**src/rtl/fetch_pkg.sv**
```systemverilog
// Shared types and constants for the instruction fetch buffer.
package fetch_pkg;

    localparam int FETCH_XLEN = 32;
    localparam logic [FETCH_XLEN-1:0] NOP_INSTR = 32'h0000_0013;

    typedef struct packed {
        logic [FETCH_XLEN-1:0] pc;
        logic [FETCH_XLEN-1:0] instr;
        logic                  fault;
    } fetch_entry_t;

    // Counter width able to hold the values 0..depth inclusive.
    function automatic int count_width(input int depth);
        return $clog2(depth + 1);
    endfunction

endpackage

```
**src/rtl/fetch_buffer_sync_fifo.sv**
```systemverilog
// Small synchronous FIFO with a fall-through head, a synchronous clear
// and an occupancy count; used for both the tag and instruction queues.
module sync_fifo
    import fetch_pkg::*;
#(
    parameter int WIDTH = 8,
    parameter int DEPTH = 4,
    parameter int CW    = count_width(DEPTH)
) (
    input  logic             clk,
    input  logic             reset_n,
    input  logic             clear,
    input  logic             push,
    input  logic [WIDTH-1:0] push_data,
    input  logic             pop,
    output logic [WIDTH-1:0] pop_data,
    output logic             full,
    output logic             empty,
    output logic [CW-1:0]    count
);

    localparam int AW = $clog2(DEPTH);

    logic [WIDTH-1:0] mem [DEPTH];
    logic [AW-1:0]    wr_ptr_reg;
    logic [AW-1:0]    rd_ptr_reg;
    logic [CW-1:0]    count_reg;

    always_ff @(posedge clk or negedge reset_n) begin
        if (!reset_n) begin
            wr_ptr_reg <= '0;
            rd_ptr_reg <= '0;
            count_reg  <= '0;
        end else if (clear) begin
            wr_ptr_reg <= '0;
            rd_ptr_reg <= '0;
            count_reg  <= '0;
        end else begin
            if (push) wr_ptr_reg <= wr_ptr_reg + AW'(1);
            if (pop)  rd_ptr_reg <= rd_ptr_reg + AW'(1);
            count_reg <= count_reg + CW'(push) - CW'(pop);
        end
    end

    // Storage needs no reset: the pointers decide what is valid.
    always_ff @(posedge clk) begin
        if (push && !clear) mem[wr_ptr_reg] <= push_data;
    end

    assign pop_data = mem[rd_ptr_reg];
    assign count    = count_reg;
    assign empty    = (count_reg == '0);
    assign full     = (count_reg == CW'(DEPTH));

endmodule

```
**src/rtl/fetch_buffer.sv**
```systemverilog
// Fetch stage: issues PCs to instruction memory, pairs in-order responses
// with their PCs and queues them for decode. Optional FETCH_MISALIGN_CHECK_EN.
module fetch_buffer
    import fetch_pkg::*;
#(
    parameter int DEPTH = 4,
    parameter int XLEN  = FETCH_XLEN
) (
    input  logic            clk,
    input  logic            reset_n,
    input  logic [XLEN-1:0] pc_in,
    input  logic            pc_valid,
    output logic            pc_ready,
    input  logic            flush,
    output logic            imem_req,
    output logic [XLEN-1:0] imem_addr,
    input  logic            imem_gnt,
    input  logic            imem_rvalid,
    input  logic [XLEN-1:0] imem_rdata,
    output logic            inst_valid,
    input  logic            inst_ready,
    output logic [XLEN-1:0] inst_data,
    output logic [XLEN-1:0] inst_pc,
    output logic            inst_fault
);

    localparam int CW = count_width(DEPTH);

    logic [CW-1:0] outstanding_reg, outstanding_next;
    logic [CW-1:0] drop_reg, drop_next;
    logic [CW-1:0] inst_count, tag_count;
    logic          credit, misaligned, fence_ok, fetch_ok;
    logic          phantom_head, phantom_done, resp_live;
    logic          tag_pop, tag_empty, tag_full;
    logic          inst_push, inst_pop, inst_empty, inst_full;
    logic [XLEN:0] tag_head;
    fetch_entry_t  inst_push_data, inst_head;

    assign credit = ({1'b0, inst_count} + {1'b0, outstanding_reg}) < (CW+1)'(DEPTH);

    // Tag entries carry {pc, fault}; a fault entry never visits memory.
    assign phantom_head = !tag_empty && tag_head[0];

`ifdef FETCH_MISALIGN_CHECK_EN
    // A phantom may only enter an empty tag queue and blocks real requests
    // until it retires, so it can never sit in front of a live response.
    assign misaligned = (pc_in[1:0] != 2'b00);
    assign fence_ok   = misaligned ? tag_empty : !phantom_head;
`else
    assign misaligned = 1'b0;
    assign fence_ok   = 1'b1;
`endif

    assign fetch_ok  = reset_n && pc_valid && credit && !flush && fence_ok;
    assign imem_req  = fetch_ok && !misaligned;
    assign imem_addr = pc_in;
    assign pc_ready  = fetch_ok && (misaligned || imem_gnt);

    assign resp_live    = imem_rvalid && (drop_reg == '0) && !flush;
    assign phantom_done = phantom_head && !flush;
    assign tag_pop      = resp_live || phantom_done;
    assign inst_push    = tag_pop;
    assign inst_pop     = !inst_empty && inst_ready && !flush;

    always_comb begin
        inst_push_data       = '0;
        inst_push_data.pc    = tag_head[XLEN:1];
        inst_push_data.instr = phantom_head ? NOP_INSTR : imem_rdata;
        inst_push_data.fault = phantom_head;
    end

    sync_fifo #(.WIDTH(XLEN + 1), .DEPTH(DEPTH)) u_tag_fifo (
        .clk       (clk),
        .reset_n   (reset_n),
        .clear     (flush),
        .push      (pc_ready),
        .push_data ({pc_in, misaligned}),
        .pop       (tag_pop),
        .pop_data  (tag_head),
        .full      (tag_full),
        .empty     (tag_empty),
        .count     (tag_count)
    );

    sync_fifo #(.WIDTH($bits(fetch_entry_t)), .DEPTH(DEPTH)) u_inst_fifo (
        .clk       (clk),
        .reset_n   (reset_n),
        .clear     (flush),
        .push      (inst_push),
        .push_data (inst_push_data),
        .pop       (inst_pop),
        .pop_data  (inst_head),
        .full      (inst_full),
        .empty     (inst_empty),
        .count     (inst_count)
    );

    // On flush every surviving real request becomes a response to discard;
    // the same-cycle response and any phantom are already accounted for.
    always_comb begin
        outstanding_next = outstanding_reg + CW'(pc_ready) - CW'(imem_rvalid) - CW'(phantom_done);
        drop_next        = drop_reg;
        if (flush) begin
            outstanding_next = outstanding_reg - CW'(imem_rvalid) - CW'(phantom_head);
            drop_next        = outstanding_next;
        end else if (imem_rvalid && (drop_reg != '0)) begin
            drop_next = drop_reg - CW'(1);
        end
    end

    always_ff @(posedge clk or negedge reset_n) begin
        if (!reset_n) begin
            outstanding_reg <= '0;
            drop_reg        <= '0;
        end else begin
            outstanding_reg <= outstanding_next;
            drop_reg        <= drop_next;
        end
    end

    assign inst_valid = !inst_empty;
    assign inst_data  = inst_valid ? inst_head.instr : NOP_INSTR;
    assign inst_pc    = inst_valid ? inst_head.pc : '0;
    assign inst_fault = inst_valid && inst_head.fault;

    a_resp_has_tag: assert property (@(posedge clk) disable iff (!reset_n)
        (imem_rvalid && drop_reg == '0) |-> (!tag_empty && !phantom_head));
    a_tag_no_overflow: assert property (@(posedge clk) disable iff (!reset_n)
        !(pc_ready && tag_full && !tag_pop));
    a_inst_no_overflow: assert property (@(posedge clk) disable iff (!reset_n)
        !(inst_push && inst_full && !inst_pop));
    a_tags_within_outstanding: assert property (@(posedge clk) disable iff (!reset_n)
        tag_count <= outstanding_reg);

endmodule

```
**config.mk**
```make
export PLATFORM = sky130hd
export DESIGN_NAME = fetch_buffer
export DESIGN_NICKNAME = d
export VERILOG_FILES = /design/src/rtl/fetch_pkg.sv /design/src/rtl/fetch_buffer_sync_fifo.sv /design/src/rtl/fetch_buffer.sv
export SDC_FILE = /design/constraint.sdc
export NUM_CORES = 1
export LEC_CHECK = 0
export CAP_MARGIN = 40
export CORE_MARGIN = 1
export CORE_UTILIZATION = 30
export DETAILED_ROUTE_END_ITERATION = 10
export HOLD_SLACK_MARGIN = 0.12
export PLACE_DENSITY = 0.46
export SYNTH_ARGS = -nofsm -noshare
export SYNTH_HDL_FRONTEND = slang
export SYNTH_HIERARCHICAL = 1
export SYNTH_SLANG_ARGS = --single-unit
```
**constraint.sdc**
```tcl
create_clock -name clk -period 5.38 [get_ports clk]
set_clock_uncertainty 0.2 [all_clocks]
set_input_delay 1.076 -clock clk [delete_from_list [all_inputs] [get_ports clk]]
set_output_delay 1.076 -clock clk [all_outputs]
set_load 0.05 [all_outputs]
```
==> flow_summary_export.csv, run 1 <==
group,metric,value,unit
timing,period_share,84.5,%
die,die_w,237,um
cts,clock-sinks,412,
cts,clk_latency,0.57,ns
place,dp_slack,1.11,ns
timing,hold_viol,0,
layout,drive_gt1_share,19.1,%
place,placed_cells,1613,
cts,clk_path_buf_depth,3,
hold_path,min_to,"outstanding_reg[2]$_DFF_PN0_",
timing,finalCriticalPeriod,4.55,ns
global_routing,grt_use_total,12.7,%
place,gp_congestion,0.681,
layout,finalNetCount,1060,
cts,post-cts-setup-buffers,0,
hold_path,hold_depth,1,
synth,yosys_warnings,6,
timing,setup_violations,0,
cts,cts_tree,"built",
die,fp.dieH,237,um
run,cap_violations,0,
routing,vias,7662,
timing,slew_headroom,53.2,%
layout,largest_reg_flops,260,
layout,syn2layout_area_growth,22.7,%
global_routing,grt_max_degree,68,
routing,drc,0,
die,rows,85,
cts,root_buffer,"clkbuf_16",
global_routing,grt_pass1_wl,52900,um
timing,worst_slack,0.834,ns
routing,wl,34400,um
cts,htreeDepth,2,
routing,dr.pass1.iters,6,
synth,syn_area,16500,sq um
synth,netlist_instances,789,
cts,cts_resized,0,
routing,drt-initial-drc-count,366,
cts,clkTransAtPathRegs,0.06,ns
hold_path,min_from,"outstanding_reg[2]$_DFF_PN0_",
layout,fill_cells,4940,
layout,largest_register,"u_inst_fifo/mem",
global_routing,antenna_found_initial,0,
routing,drtAntennaViolNets,0,
routing,wl_per_cell,20.3,um
worst_setup_path,endpoint_kind,"output pin",
status,status,"completed",
worst_setup_path,arrival,3.27,ns
worst_setup_path,worst_setup_path_start_kind,"flip-flop",
worst_setup_path,worstPathCellList,"buf_4 > mux4_2 > nor2b_1 > clkdlybuf4s50_1",
worst_setup_path,slowest_delay,0.81,ns
cts,numCtsBuffers,46,
power_and_ir_drop,p_total,9.37,mW
worst_setup_path,critPathKind,"flip-flop to output pin",
worst_setup_path,reg2reg_depth,13,
timing,worst_slew_pin_slew,0.702,ns
place,dpl.hpwl,20600,um
worst_setup_path,timing.rr.end,"u_tag_fifo/count[2]$_DFF_PN0_",
worst_setup_path,reg2reg_from,"u_tag_fifo/rd_ptr_reg[1]$_DFFE_PN0P_",
timing,maxSlewViolCount,0,
global_routing,gr-total-overflow,0,
synth,avgSynthCellArea,20.9,sq um
cts,ctsHoldBuffers,0,
power_and_ir_drop,peakVddDrop,266,uV
timing,rsz0062_at_grt,"no",
die,initial_core_util,30.5,%
routing,post_drt_via_cell_ratio,4.52,
power_and_ir_drop,p_leak,6.43,nW
die,ios,171,
place,portBuffers,170,
die,core,54100,sq um
timing,max_freq,0.220,GHz
worst_setup_path,path_max_fanout,27,
global_routing,grt_pass1_vias,8413,
power_and_ir_drop,p_per_area,463,nW/um^2
layout,largestRegisters,"u_inst_fifo/mem (260), u_tag_fifo/mem (132)",
layout,fin_cells,1697,
hold_path,hold_class,"flip-flop to flip-flop",
worst_setup_path,required,4.10,ns
worst_setup_path,crit_path_top_delay_cell,"dfrtp_4",
layout,final_util,37.4,%
die,die_area,56000,sq um
worst_setup_path,rrSetupSlack,1.87,ns
timing,finalSetupTns,0,ns
[placed cells by master (no fill, tap or decap), types with 16 or more instances in the layout]
master	count
mux4_2	92
and2_1	30
clkbuf_1	16
nor2b_1	67
dfrtp_1	17
inv_1	21
clkdlybuf4s50_1	169
edfxtp_1	392
clkbuf_16	47
buf_4	16
ha_1	20
[routing by layer]
metal  global-route usage (%)  wire length [um]  part of all wire (%)  up-vias
met2                     20.8             16800                    49      174
met1                     16.9             15600                    45     4001
li1                         -                 -                     -     3437
met5                        0                 0                     0        -
met3                     2.17              1240                   3.6       50
met4                     4.33               767                   2.2        0
[worst max path at each step]
stage	from	endpoint	slack, ns	depth (start not counted)
after global placement	reset_n	imem_req	1.11	4
after floorplan	flush	u_tag_fifo/mem[0][0]$_DFFE_PP_	1.24	5
after detailed placement	reset_n	imem_req	1.11	4
final	u_inst_fifo/rd_ptr_reg[0]$_DFFE_PN0P_	inst_pc[21]	0.83	4
after global routing	u_inst_fifo/rd_ptr_reg[0]$_DFFE_PN0P_	inst_pc[21]	0.57	4
after CTS	u_inst_fifo/rd_ptr_reg[0]$_DFFE_PN0P_	inst_pc[22]	0.69	4
[stage by stage]
step,hold slack [ns],instance area [sq um]
5_1_grt,0.342,20300
3_3_place_gp,0.320,18800
2_1_floorplan,0.287,16500
6_report,0.337,20300
3_5_place_dp,0.323,18900
4_1_cts,0.335,20300
[area by class of cell]
type	instances	area (sq um)	area share, %
diodes	1	2.50	0.0124
clock buffers	63	1240	6.10
clock inverters	20	161	0.797
inverters	22	82.6	0.408
multi-input cells	291	3660	18.1
flip-flops and latches	412	12300	60.6
well taps	696	871	4.30
repair buffers	192	1960	9.67
[worst max-delay path: cells and delay by family (launching register included)]
family | cells | cell delay [ns]
buffers and inverters | 2 | 1.16
AND/OR/NAND/NOR | 1 | 0.20
flip-flops | 1 | 0.81
multiplexers | 1 | 0.53
[power breakdown]
group / internal, mW / switching [mW]
clock: 1.70 / 1.22
sequential: 3.76 / 0.0817
combinational: 0.948 / 1.66
No activity file was read; power rests on OpenSTA's default activity.
==> inputs of run 2 (changes only) <==
==> constraint.sdc (replaced) <==
create_clock -name clk -period 4.4 [get_ports clk]
set_clock_uncertainty 0.2 [all_clocks]
set_input_delay 0.88 -clock clk [delete_from_list [all_inputs] [get_ports clk]]
set_output_delay 0.88 -clock clk [all_outputs]
set_load 0.05 [all_outputs]
==> flow_summary_export.csv, run 2 (same netlist as run 1, synthesis figures left out) <==
group,metric,value,unit
die,die_area,56000,sq um
worst_setup_path,endpoint_kind,"output pin",
timing,worst_slack,0.317,ns
cts,cts_tree,"built",
power_and_ir_drop,peakVddDrop,278,uV
layout,largest_reg_flops,260,
layout,finalNetCount,1065,
power_and_ir_drop,p_clk_share,31.2,%
cts,post-cts-setup-buffers,0,
worst_setup_path,crit_start,"u_inst_fifo/rd_ptr_reg[0]$_DFFE_PN0P_",
worst_setup_path,path_max_fanout,12,
layout,fill_cells,4979,
layout,largest_register,"u_inst_fifo/mem",
routing,wl_per_cell,19.8,um
timing,maxSlewViolCount,0,
die,fp.dieH,237,um
routing,drc,0,
die,initial_core_util,30.5,%
worst_setup_path,reg2reg_depth,11,
timing,finalSetupTns,0,ns
place,dp_slack,0.728,ns
global_routing,grt_pass1_vias,8269,
global_routing,grt_max_degree,68,
global_routing,grt_use_total,12.3,%
global_routing,grt_pass1_wl,51700,um
cts,clk_path_buf_depth,3,
die,core,54100,sq um
cts,clock-sinks,412,
cts,root_buffer,"clkbuf_16",
place,dpl.hpwl,20600,um
timing,setup_violations,0,
die,ios,171,
worst_setup_path,critPathKind,"flip-flop to output pin",
status,status,"completed",
cts,clk_latency,0.58,ns
power_and_ir_drop,p_leak,6.51,nW
routing,wl,33600,um
power_and_ir_drop,power_switching,3.63,mW
layout,final_cell_mix,"edfxtp_1, clkdlybuf4s50_1, mux4_2, nor2b_1, clkbuf_16",
routing,post_drt_via_cell_ratio,4.44,
cts,numCtsBuffers,45,
layout,drive_gt1_share,20.4,%
timing,slew_headroom,53.7,%
cts,clkTransAtPathRegs,0.06,ns
power_and_ir_drop,p_comb_share,28.0,%
layout,n_antenna_cell,0,
power_and_ir_drop,p_per_area,563,nW/um^2
routing,drt-initial-drc-count,292,
hold_path,hold_class,"flip-flop to flip-flop",
worst_setup_path,arrival,3.00,ns
die,die_w,237,um
worst_setup_path,required,3.32,ns
die,rows,85,
timing,hold_viol,0,
routing,drtAntennaViolNets,0,
worst_setup_path,timing.rr.end,"outstanding_reg[2]$_DFF_PN0_",
routing,dr.pass1.iters,4,
worst_setup_path,reg2reg_from,"u_tag_fifo/rd_ptr_reg[0]$_DFFE_PN0P_",
global_routing,gr-total-overflow,0,
place,gp_congestion,0.696,
cts,cts_resized,0,
global_routing,antenna_found_initial,0,
power_and_ir_drop,p_int,7.85,mW
timing,max_freq,0.245,GHz
layout,mostFrequentLayoutCell,"edfxtp_1",
layout,largestRegisters,"u_inst_fifo/mem (260), u_tag_fifo/mem (132)",
worst_setup_path,worst_setup_path_start_kind,"flip-flop",
timing,worst_slew_pin_slew,0.695,ns
layout,syn2layout_area_growth,23.6,%
power_and_ir_drop,pwr-share-seq,40.8,%
place,portBuffers,170,
routing,vias,7545,
timing,period_share,92.8,%
worst_setup_path,crit_end,"inst_pc[21]",
power_and_ir_drop,p_sw_share,31.6,%
timing,rsz0062_at_grt,"no",
cts,ctsHoldBuffers,0,
cts,htreeDepth,2,
worst_setup_path,rrSetupSlack,1.24,ns
run,cap_violations,0,
timing,finalCriticalPeriod,4.08,ns
-- run 2: per-stage QoR --
stage          hold slack, ns  util (%)  total power [mW]  cells  cell area (sq um)
2_1_floorplan           0.287         -              6.99    792              16500
3_3_place_gp            0.343      35.1              8.07   1619              19000
3_5_place_dp            0.345      35.1              8.08   1619              19000
5_1_grt                 0.375      37.7              12.0   1700              20400
4_1_cts                 0.356      37.7              11.7   1700              20400
6_report                0.350      37.7              11.5   1700              20400
-- run 2: power by group through the flow --
stage	Clock [mW]	Combinational [mW]	Sequential (mW)
after floorplan	0	2.25	4.73
after global placement	0	3.30	4.77
after detailed placement	0	3.31	4.77
after CTS	3.70	3.31	4.69
after global routing	3.84	3.47	4.70
final	3.58	3.22	4.68
-- run 2: area by class of cell --
class	count	area (sq um)	area share [%]
repair buffers	198	2090	10.3
multi-input cells	291	3660	18.0
clock inverters	28	250	1.23
well taps	696	871	4.27
inverters	22	82.6	0.405
clock buffers	53	1160	5.67
flip-flops and latches	412	12300	60.2
-- run 2: worst min-delay path by stage --
stage	from	end	slack (ns)	cells past startpoint
after CTS	outstanding_reg[2]$_DFF_PN0_	outstanding_reg[2]$_DFF_PN0_	0.36	1
after global placement	outstanding_reg[2]$_DFF_PN0_	outstanding_reg[2]$_DFF_PN0_	0.34	1
final	outstanding_reg[2]$_DFF_PN0_	outstanding_reg[2]$_DFF_PN0_	0.35	1
after global routing	outstanding_reg[2]$_DFF_PN0_	outstanding_reg[2]$_DFF_PN0_	0.38	1
after floorplan	outstanding_reg[2]$_DFF_PN0_	outstanding_reg[2]$_DFF_PN0_	0.29	1
after detailed placement	outstanding_reg[2]$_DFF_PN0_	outstanding_reg[2]$_DFF_PN0_	0.35	1
-- run 2: layer usage --
metal	up-vias	GRT usage, %	share of wire (%)	wire length [um]
met1	3898	16.4	45	15300
met3	44	2.38	4.2	1420
li1	3443	-	-	-
met5	-	0	0	0
met2	160	20.2	48	16200
met4	0	4.17	2.1	697
-- run 2: critical path, cell delays in order (launching register included) --
cell             delay [ns]
dfrtp_4                0.58
buf_4                  0.25
mux4_2                 0.35
nor2b_1                0.34
clkdlybuf4s50_1        0.89
==> inputs of run 3 (changes only) <==
--- a/config.mk
+++ b/config.mk
@@ -8,6 +8,7 @@
 export CAP_MARGIN = 40
 export CORE_MARGIN = 1
 export CORE_UTILIZATION = 30
+export CTS_BUF_LIST = sky130_fd_sc_hd__clkbuf_4 sky130_fd_sc_hd__clkbuf_8 sky130_fd_sc_hd__clkbuf_16
 export DETAILED_ROUTE_END_ITERATION = 10
 export HOLD_SLACK_MARGIN = 0.12
 export PLACE_DENSITY = 0.46
==> constraint.sdc (replaced) <==
create_clock -name clk -period 4.7 [get_ports clk]
set_clock_uncertainty 0.2 [all_clocks]
set_input_delay 0.94 -clock clk [delete_from_list [all_inputs] [get_ports clk]]
set_output_delay 0.94 -clock clk [all_outputs]
set_load 0.05 [all_outputs]
==> flow_summary_export.csv, run 3 (same netlist as run 1, synthesis figures left out) <==
group,metric,value,unit
cts,cts_resized,0,
hold_path,hold_depth,1,
worst_setup_path,reg2reg_depth,11,
cts,htreeDepth,2,
layout,largestRegisters,"u_inst_fifo/mem (260), u_tag_fifo/mem (132)",
cts,cts_tree,"built",
routing,top_layer_used,"met4",
timing,period_share,90.2,%
routing,vias,7591,
routing,dr.pass1.iters,4,
run,cap_violations,0,
timing,rsz0062_at_grt,"no",
routing,drtAntennaViolNets,0,
routing,drc,0,
cts,clk_latency,0.56,ns
layout,drive_gt1_share,20.8,%
global_routing,gr-total-overflow,0,
layout,largest_register,"u_inst_fifo/mem",
timing,worst_hold_slack,0.341,ns
cts,clock-sinks,412,
power_and_ir_drop,peakVddDrop,298,uV
worst_setup_path,path_max_fanout,31,
global_routing,grt_pass1_wl,52800,um
die,initial_core_util,30.5,%
routing,wl_per_cell,20.5,um
routing,wl_met1,15900,um
layout,multi_input_area,3660,sq um
cts,clk_path_buf_depth,3,
routing,dr_wl_met3,1250,um
layout,largest_reg_flops,260,
die,fp.dieH,237,um
place,portBuffers,170,
routing,post_drt_via_cell_ratio,4.48,
place,dpl.hpwl,21100,um
layout,fin_cells,1693,
layout,final_cell_mix,"edfxtp_1, clkdlybuf4s50_1, mux4_2, nor2b_1, clkbuf_16",
timing,setup_violations,0,
worst_setup_path,worstPathCellList,"buf_12 > mux4_2 > nor2b_1 > clkdlybuf4s50_1",
timing,slew_headroom,53.6,%
timing,maxSlewViolCount,0,
routing,route.met2.wl,16800,um
layout,mostFrequentLayoutCell,"edfxtp_1",
hold_path,hold_class,"flip-flop to flip-flop",
status,status,"completed",
place,placed_area,18900,sq um
worst_setup_path,critPathKind,"flip-flop to output pin",
timing,worst_slew_pin_slew,0.697,ns
worst_setup_path,worst_setup_path_start_kind,"flip-flop",
worst_setup_path,endpoint_kind,"output pin",
die,rows,85,
cts,root_buffer,"clkbuf_16",
cts,post-cts-setup-buffers,0,
global_routing,grt_pass1_vias,8474,
timing,finalCriticalPeriod,4.24,ns
cts,ctsHoldBuffers,0,
layout,syn2layout_area_growth,23.0,%
routing,drt-initial-drc-count,313,
layout,final_area,20300,sq um
place,placed_cells,1615,
global_routing,grt_max_degree,62,
global_routing,antenna_found_initial,0,
cts,clkTransAtPathRegs,0.06,ns
timing,max_freq,0.236,GHz
place,gp_congestion,0.674,
worst_setup_path,required,3.56,ns
die,die_area,56000,sq um
layout,n_antenna_cell,0,
timing,finalSetupTns,0,ns
die,core,54100,sq um
layout,fill_cells,4956,
die,die_w,237,um
worst_setup_path,crit_path_top_delay_cell,"clkdlybuf4s50_1",
power_and_ir_drop,p_per_area,530,nW/um^2
routing,wl,34700,um
cts,numCtsBuffers,45,
layout,finalNetCount,1061,
worst_setup_path,arrival,3.10,ns
global_routing,grt_use_total,12.7,%
power_and_ir_drop,p_leak,6.48,nW
worst_setup_path,slowest_delay,0.89,ns
layout,regArea,12300,sq um
timing,hold_viol,0,
die,ios,171,
-- run 3: cell count changes in the layout (fill, tap and decap cells not counted), sizes merged --
cell / previous run / this run
clkinvlp: 0 / 1
buf: 30 / 26
clkinv: 23 / 18
inv: 24 / 23
clkbuf: 53 / 55
-- run 3: where the power goes --
part	internal, mW	switching, mW
combinational	1.10	1.91
clock	1.98	1.38
sequential	4.31	0.0901
total	7.39	3.38
-- run 3: critical path: cells and delay by family (launching register included) --
family,cells,cell delay (ns)
buffers and inverters,2,1.21
DFF,1,0.70
and+or+nand+nor,1,0.34
muxes,1,0.26
-- run 3: metrics by stage --
step / power (mW) / setup slack, ns / utilization [%]
floorplan: 6.54 / 0.578 / -
global placement: 7.56 / 0.991 / 34.9
detailed placement: 7.57 / 0.929 / 34.9
CTS: 11.0 / 0.364 / 37.5
global route: 11.3 / 0.292 / 37.5
finish: 10.8 / 0.459 / 37.5
-- run 3: final cells by class --
| cell class | instances | share of cell area (%) |
|---|---|---|
| clock inverter | 23 | 1.04 |
| sequential | 412 | 60.5 |
| inverter | 22 | 0.407 |
| tap | 696 | 4.29 |
| clock buffer | 55 | 5.92 |
| multi-input combinational | 291 | 18.0 |
| timing repair buffer | 194 | 9.80 |
-- run 3: path summary, 6_finish.rpt --
path,from,to,slack (ns)
setup / recovery,u_inst_fifo/rd_ptr_reg[0]$_DFFE_PN0P_,inst_pc[23],0.46
hold / removal,outstanding_reg[2]$_DFF_PN0_,outstanding_reg[2]$_DFF_PN0_,0.34
setup reg to reg,u_tag_fifo/rd_ptr_reg[0]$_DFFE_PN0P_,outstanding_reg[2]$_DFF_PN0_,1.51
hold reg to reg,outstanding_reg[2]$_DFF_PN0_,outstanding_reg[2]$_DFF_PN0_,0.34
max in group asynchronous,reset_n,u_inst_fifo/rd_ptr_reg[0]$_DFFE_PN0P_,3.47
min in group asynchronous,reset_n,u_inst_fifo/count[1]$_DFF_PN0_,0.58
-- run 3: per-layer routing --
metal | vias up | global-route usage (%)
met5 | - | 0
met4 | 0 | 4.58
li1 | 3430 | -
met1 | 3931 | 17.0
met3 | 54 | 2.15
met2 | 176 | 20.8
==> RTL edit 1, RTL diff (config.mk and constraints of run 1) <==
Add a define of `FETCH_MISALIGN_CHECK_EN`.
--- a/src/rtl/fetch_buffer.sv
+++ b/src/rtl/fetch_buffer.sv
@@ -2,2 +2,4 @@
 // with their PCs and queues them for decode. Optional FETCH_MISALIGN_CHECK_EN.
+`define FETCH_MISALIGN_CHECK_EN
+
 module fetch_buffer
Check against the original RTL: not equivalent (a bounded check fails within 4 cycles, from zero or initial values and one cycle with reset_n low).
==> RTL edit 1 against run 1 <==
Clock power down 1%. First-iteration DRC count up 25%. Wire length up 3.6%. Worst setup slack worse by 0.21 ns. Sequential cell count unchanged. Synthesized area up 0.25%. Cell area about the same. Total power up 4.8%. Critical path type is now in -> out. Critical endpoint is now pc_ready.
==> RTL edit 1: results (changes against run 1) <==
Placement
  – Placed cell areas: 18,900 sq um (about the same)
  – RD Place Congestion: 0.700 (was 0.681)
  – Pre-CTS setup slack: 0.584 ns (was 1.11 ns)
  – Input/output buffers: 170 (unchanged)
  – Post-DP HPWL: 21,200 microns (was 20,600 microns)
  – Placed Cells: 1,618 (was 1,613)

Clocking
  – H-tree levels: 2 (unchanged)
  – Skew-Pair Late Insertion Delay: 0.57 ns (about the same)
  – PostCTS Resize Cnt: 0 (unchanged)
  – Root Buffer: clkbuf_16 (unchanged)
  – Worst-path clk slew: 0.06 ns (about the same)
  – Max Buffers Root-to-Sink: 3 (unchanged)
  – TritonCTS Buffers: 46 (unchanged)
  – Setup bufs post-CTS: 0 (unchanged)

Route
  – DR vias/cell: 4.54 (was 4.52)
  – WL per Instance: 21.0 microns (was 20.3 microns)
  – Initial DRC Count: 459 (was 366)
  – TritonRoute pass-1 iters: 4 (was 6)
  – Final wirelength: 35,700 microns (was 34,400 microns)

Worst hold path
  – Worst Hold Class: reg -> reg (unchanged)

Power
  – Leakage power: 6.50 nW (was 6.43 nW)
  – Worst vdd ir: 0.000310 V (was 0.000266 V)

GRT
  – First-pass GRT wire length: 54,300 microns (was 52,900 microns)
  – Initial antenna violation count: 0 (unchanged)
  – GR Util All Layers: 0.131 (was 0.127)
  – Vias in the first global route: 8,429 (was 8,413)
  – Pin count of the biggest net entering global routing: 58 (was 68)

Cells and area
  – Nets: 1,065 (was 1,060)
  – Top flop regs: u_inst_fifo/mem x260, u_tag_fifo/mem x132 (unchanged)
  – Filler cells: 4,990 (was 4,940)
  – Layout cells sized above 1: 0.196 (was 0.191)
  – Ant. Diodes: 0 (was 1)

Setup path
  – Critical path peak fanout: 8 (was 27)
  – Data arrival time of the worst path: 3.48 ns (was 3.27 ns)

Run status
  – Result of the run: complete, no violations (unchanged)

Yosys
  – Post-synthesis average cell area: 20.9 sq um (about the same)
  – Post-Syn Nets: 888
  – YS warnings: 6 (unchanged)

Timing
  – Worst slew pin tran: 0.816 ns (was 0.702 ns)
## RTL edit 1: metal layers
layer | wire length [microns] | GRT usage | share of wire
met1 | 15700 | 0.171 | 0.44
met2 | 17500 | 0.218 | 0.49
met3 | 1630 | 0.0252 | 0.046
met4 | 808 | 0.0455 | 0.023
met5 | 0 | 0 | 0
## RTL edit 1: final cells by class
cell class              instances  area [sq um]  share of cell area
repair buffers                197          1980              0.0975
multi-input cells             292          3690               0.182
clock inverters                20           158             0.00778
clock buffers                  61          1210              0.0596
flip-flops and latches        412         12300               0.606
well taps                     696           871              0.0430
inverters                      21          78.8             0.00389
## RTL edit 1: worst paths after layout
path | start | endpoint | slack (ns) | depth (start not counted)
max | pc_in[1] | pc_ready | 0.62 | 5
min | outstanding_reg[2]$_DFF_PN0_ | outstanding_reg[2]$_DFF_PN0_ | 0.32 | 1
max reg2reg | u_tag_fifo/rd_ptr_reg[1]$_DFFE_PN0P_ | u_tag_fifo/count[2]$_DFF_PN0_ | 1.88 | 13
min reg2reg | outstanding_reg[2]$_DFF_PN0_ | outstanding_reg[2]$_DFF_PN0_ | 0.32 | 1
max in group asynchronous | reset_n | u_inst_fifo/rd_ptr_reg[1]$_DFFE_PN0P_ | 4.04 | 2
min in group asynchronous | reset_n | u_tag_fifo/count[1]$_DFF_PN0_ | 0.69 | 2
## RTL edit 1: where the power goes
part	switching, mW	internal (mW)
sequential	0.0862	3.82
combinational	1.94	1.10
clock	1.21	1.67
## RTL edit 1: worst max-delay path, cell delays in order
cell and delay (ns):
clkdlybuf4s50_1 0.55, or2_0 0.50, nor2_1 0.22, o221a_2 0.30, clkdlybuf4s50_1 0.82
==> RTL edit 2, RTL diff (config.mk and constraints of run 1) <==
Made on the original files. Register the output `inst_fault`, without a reset; this adds one clock of latency there. The other outputs are not delayed to match.
--- a/src/rtl/fetch_buffer.sv
+++ b/src/rtl/fetch_buffer.sv
@@ -123,3 +123,5 @@
     assign inst_pc    = inst_valid ? inst_head.pc : '0;
-    assign inst_fault = inst_valid && inst_head.fault;
+    always_ff @(posedge clk) begin
+        inst_fault <= inst_valid && inst_head.fault;
+    end
 
Check against the original RTL: no difference found for any inputs over 4 cycles, from zero or initial values and one cycle with reset_n low; that may be too few to reach the edited logic, so the function may still have changed.
==> RTL edit 2 against run 1 <==
Synthesized area up 0.12%. Sequential cell count up 1. Cell count up 0.18%. Wire length up 3.3%. Global-route usage up 0.30 points. Total power about the same. Worst setup slack worse by 0.023 ns. Cell area about the same. Highest routed layer unchanged.
==> RTL edit 2: results (changes against run 1) <==
Route
  – TritonRoute pass-1 iters: 4 (was 6)
  – Vias: 7,671 (was 7,662)
  – WL per Instance: 20.9 microns (was 20.3 microns)

Run status
  – Result of the run: complete, no violations (unchanged)

GRT
  – Pin count of the biggest net entering global routing: 64 (was 68)
  – First-pass GRT wire length: 53,200 microns (was 52,900 microns)
  – GR Util All Layers: 0.130 (was 0.127)
  – Initial antenna violation count: 0 (unchanged)
  – Vias in the first global route: 8,184 (was 8,413)

Setup path
  – Critical path's top delay family: buffers and inverters (unchanged)
  – Maximum single-stage delay on the critical path: 0.86 ns (was 0.81 ns)
  – Data arrival time of the worst path: 3.29 ns (was 3.27 ns)
  – Critical path peak fanout: 30 (was 27)

Cells and area
  – Ant. Diodes: 0 (was 1)
  – Filler cells: 4,976 (was 4,940)
  – Layout cells sized above 1: 0.197 (was 0.191)
  – Nets: 1,065 (was 1,060)
  – Multi-input gate area: 3660 sq um (about the same)

Placement
  – Pre-CTS setup slack: 0.888 ns (was 1.11 ns)
  – Post-DP HPWL: 21,300 microns (was 20,600 microns)
  – RD Place Congestion: 0.669 (was 0.681)
  – Placed cell areas: 18,900 sq um (about the same)

Clocking
  – TritonCTS Buffers: 45 (was 46)

Flow run
  – Max-Cap Viols: 0 (unchanged)

Power
  – Leakage power: 6.45 nW (was 6.43 nW)
  – Worst vdd ir: 0.000205 V (was 0.000266 V)

Yosys
  – YS warnings: 6 (unchanged)

Timing
  – Slew headroom: 0.449 (was 0.532)
[RTL edit 2: path summary, 6_finish.rpt]
kind                                                         endpoint  slack (ns)  cells after the start
worst max-delay path                                     inst_data[1]        0.81                      4
worst min-delay path                     outstanding_reg[2]$_DFF_PN0_        0.34                      1
worst max register to register          u_tag_fifo/count[2]$_DFF_PN0_        1.88                     13
worst min register to register           outstanding_reg[2]$_DFF_PN0_        0.34                      1
max in group asynchronous       u_inst_fifo/rd_ptr_reg[0]$_DFFE_PN0P_        4.01                      2
min in group asynchronous                outstanding_reg[1]$_DFF_PN0_        0.71                      2
[RTL edit 2: area by class of cell]
cell class,instances,area share
clock buffer,58,0.0580
clock inverter,23,0.00963
inverter,22,0.00408
multi-input combinational,291,0.181
sequential,413,0.607
tap,696,0.0430
timing repair buffer,197,0.0977
[RTL edit 2: where the power goes]
group | internal [mW] | leakage, nW | switching, mW | total (mW)
combinational | 0.948 | 1.99 | 1.66 | 2.61
sequential | 3.77 | 3.80 | 0.0914 | 3.86
clock | 1.68 | 0.663 | 1.21 | 2.90
total | 6.41 | 6.45 | 2.97 | 9.37
[RTL edit 2: per-stage QoR]
| stage | std cells | total power [mW] |
|---|---|---|
| after CTS | 1700 | 9.57 |
| after global routing | 1700 | 9.81 |
| final | 1700 | 9.37 |
| after floorplan | 793 | 5.72 |
| after detailed placement | 1619 | 6.62 |
| after global placement | 1619 | 6.60 |
[RTL edit 2: layer usage]
metal / up-vias / GRT usage / share of wire
met4: 0 / 0.0441 / 0.023
met5: - / 0 / 0
li1: 3442 / - / -
met1: 4010 / 0.167 / 0.43
met3: 53 / 0.0239 / 0.043
met2: 166 / 0.219 / 0.51
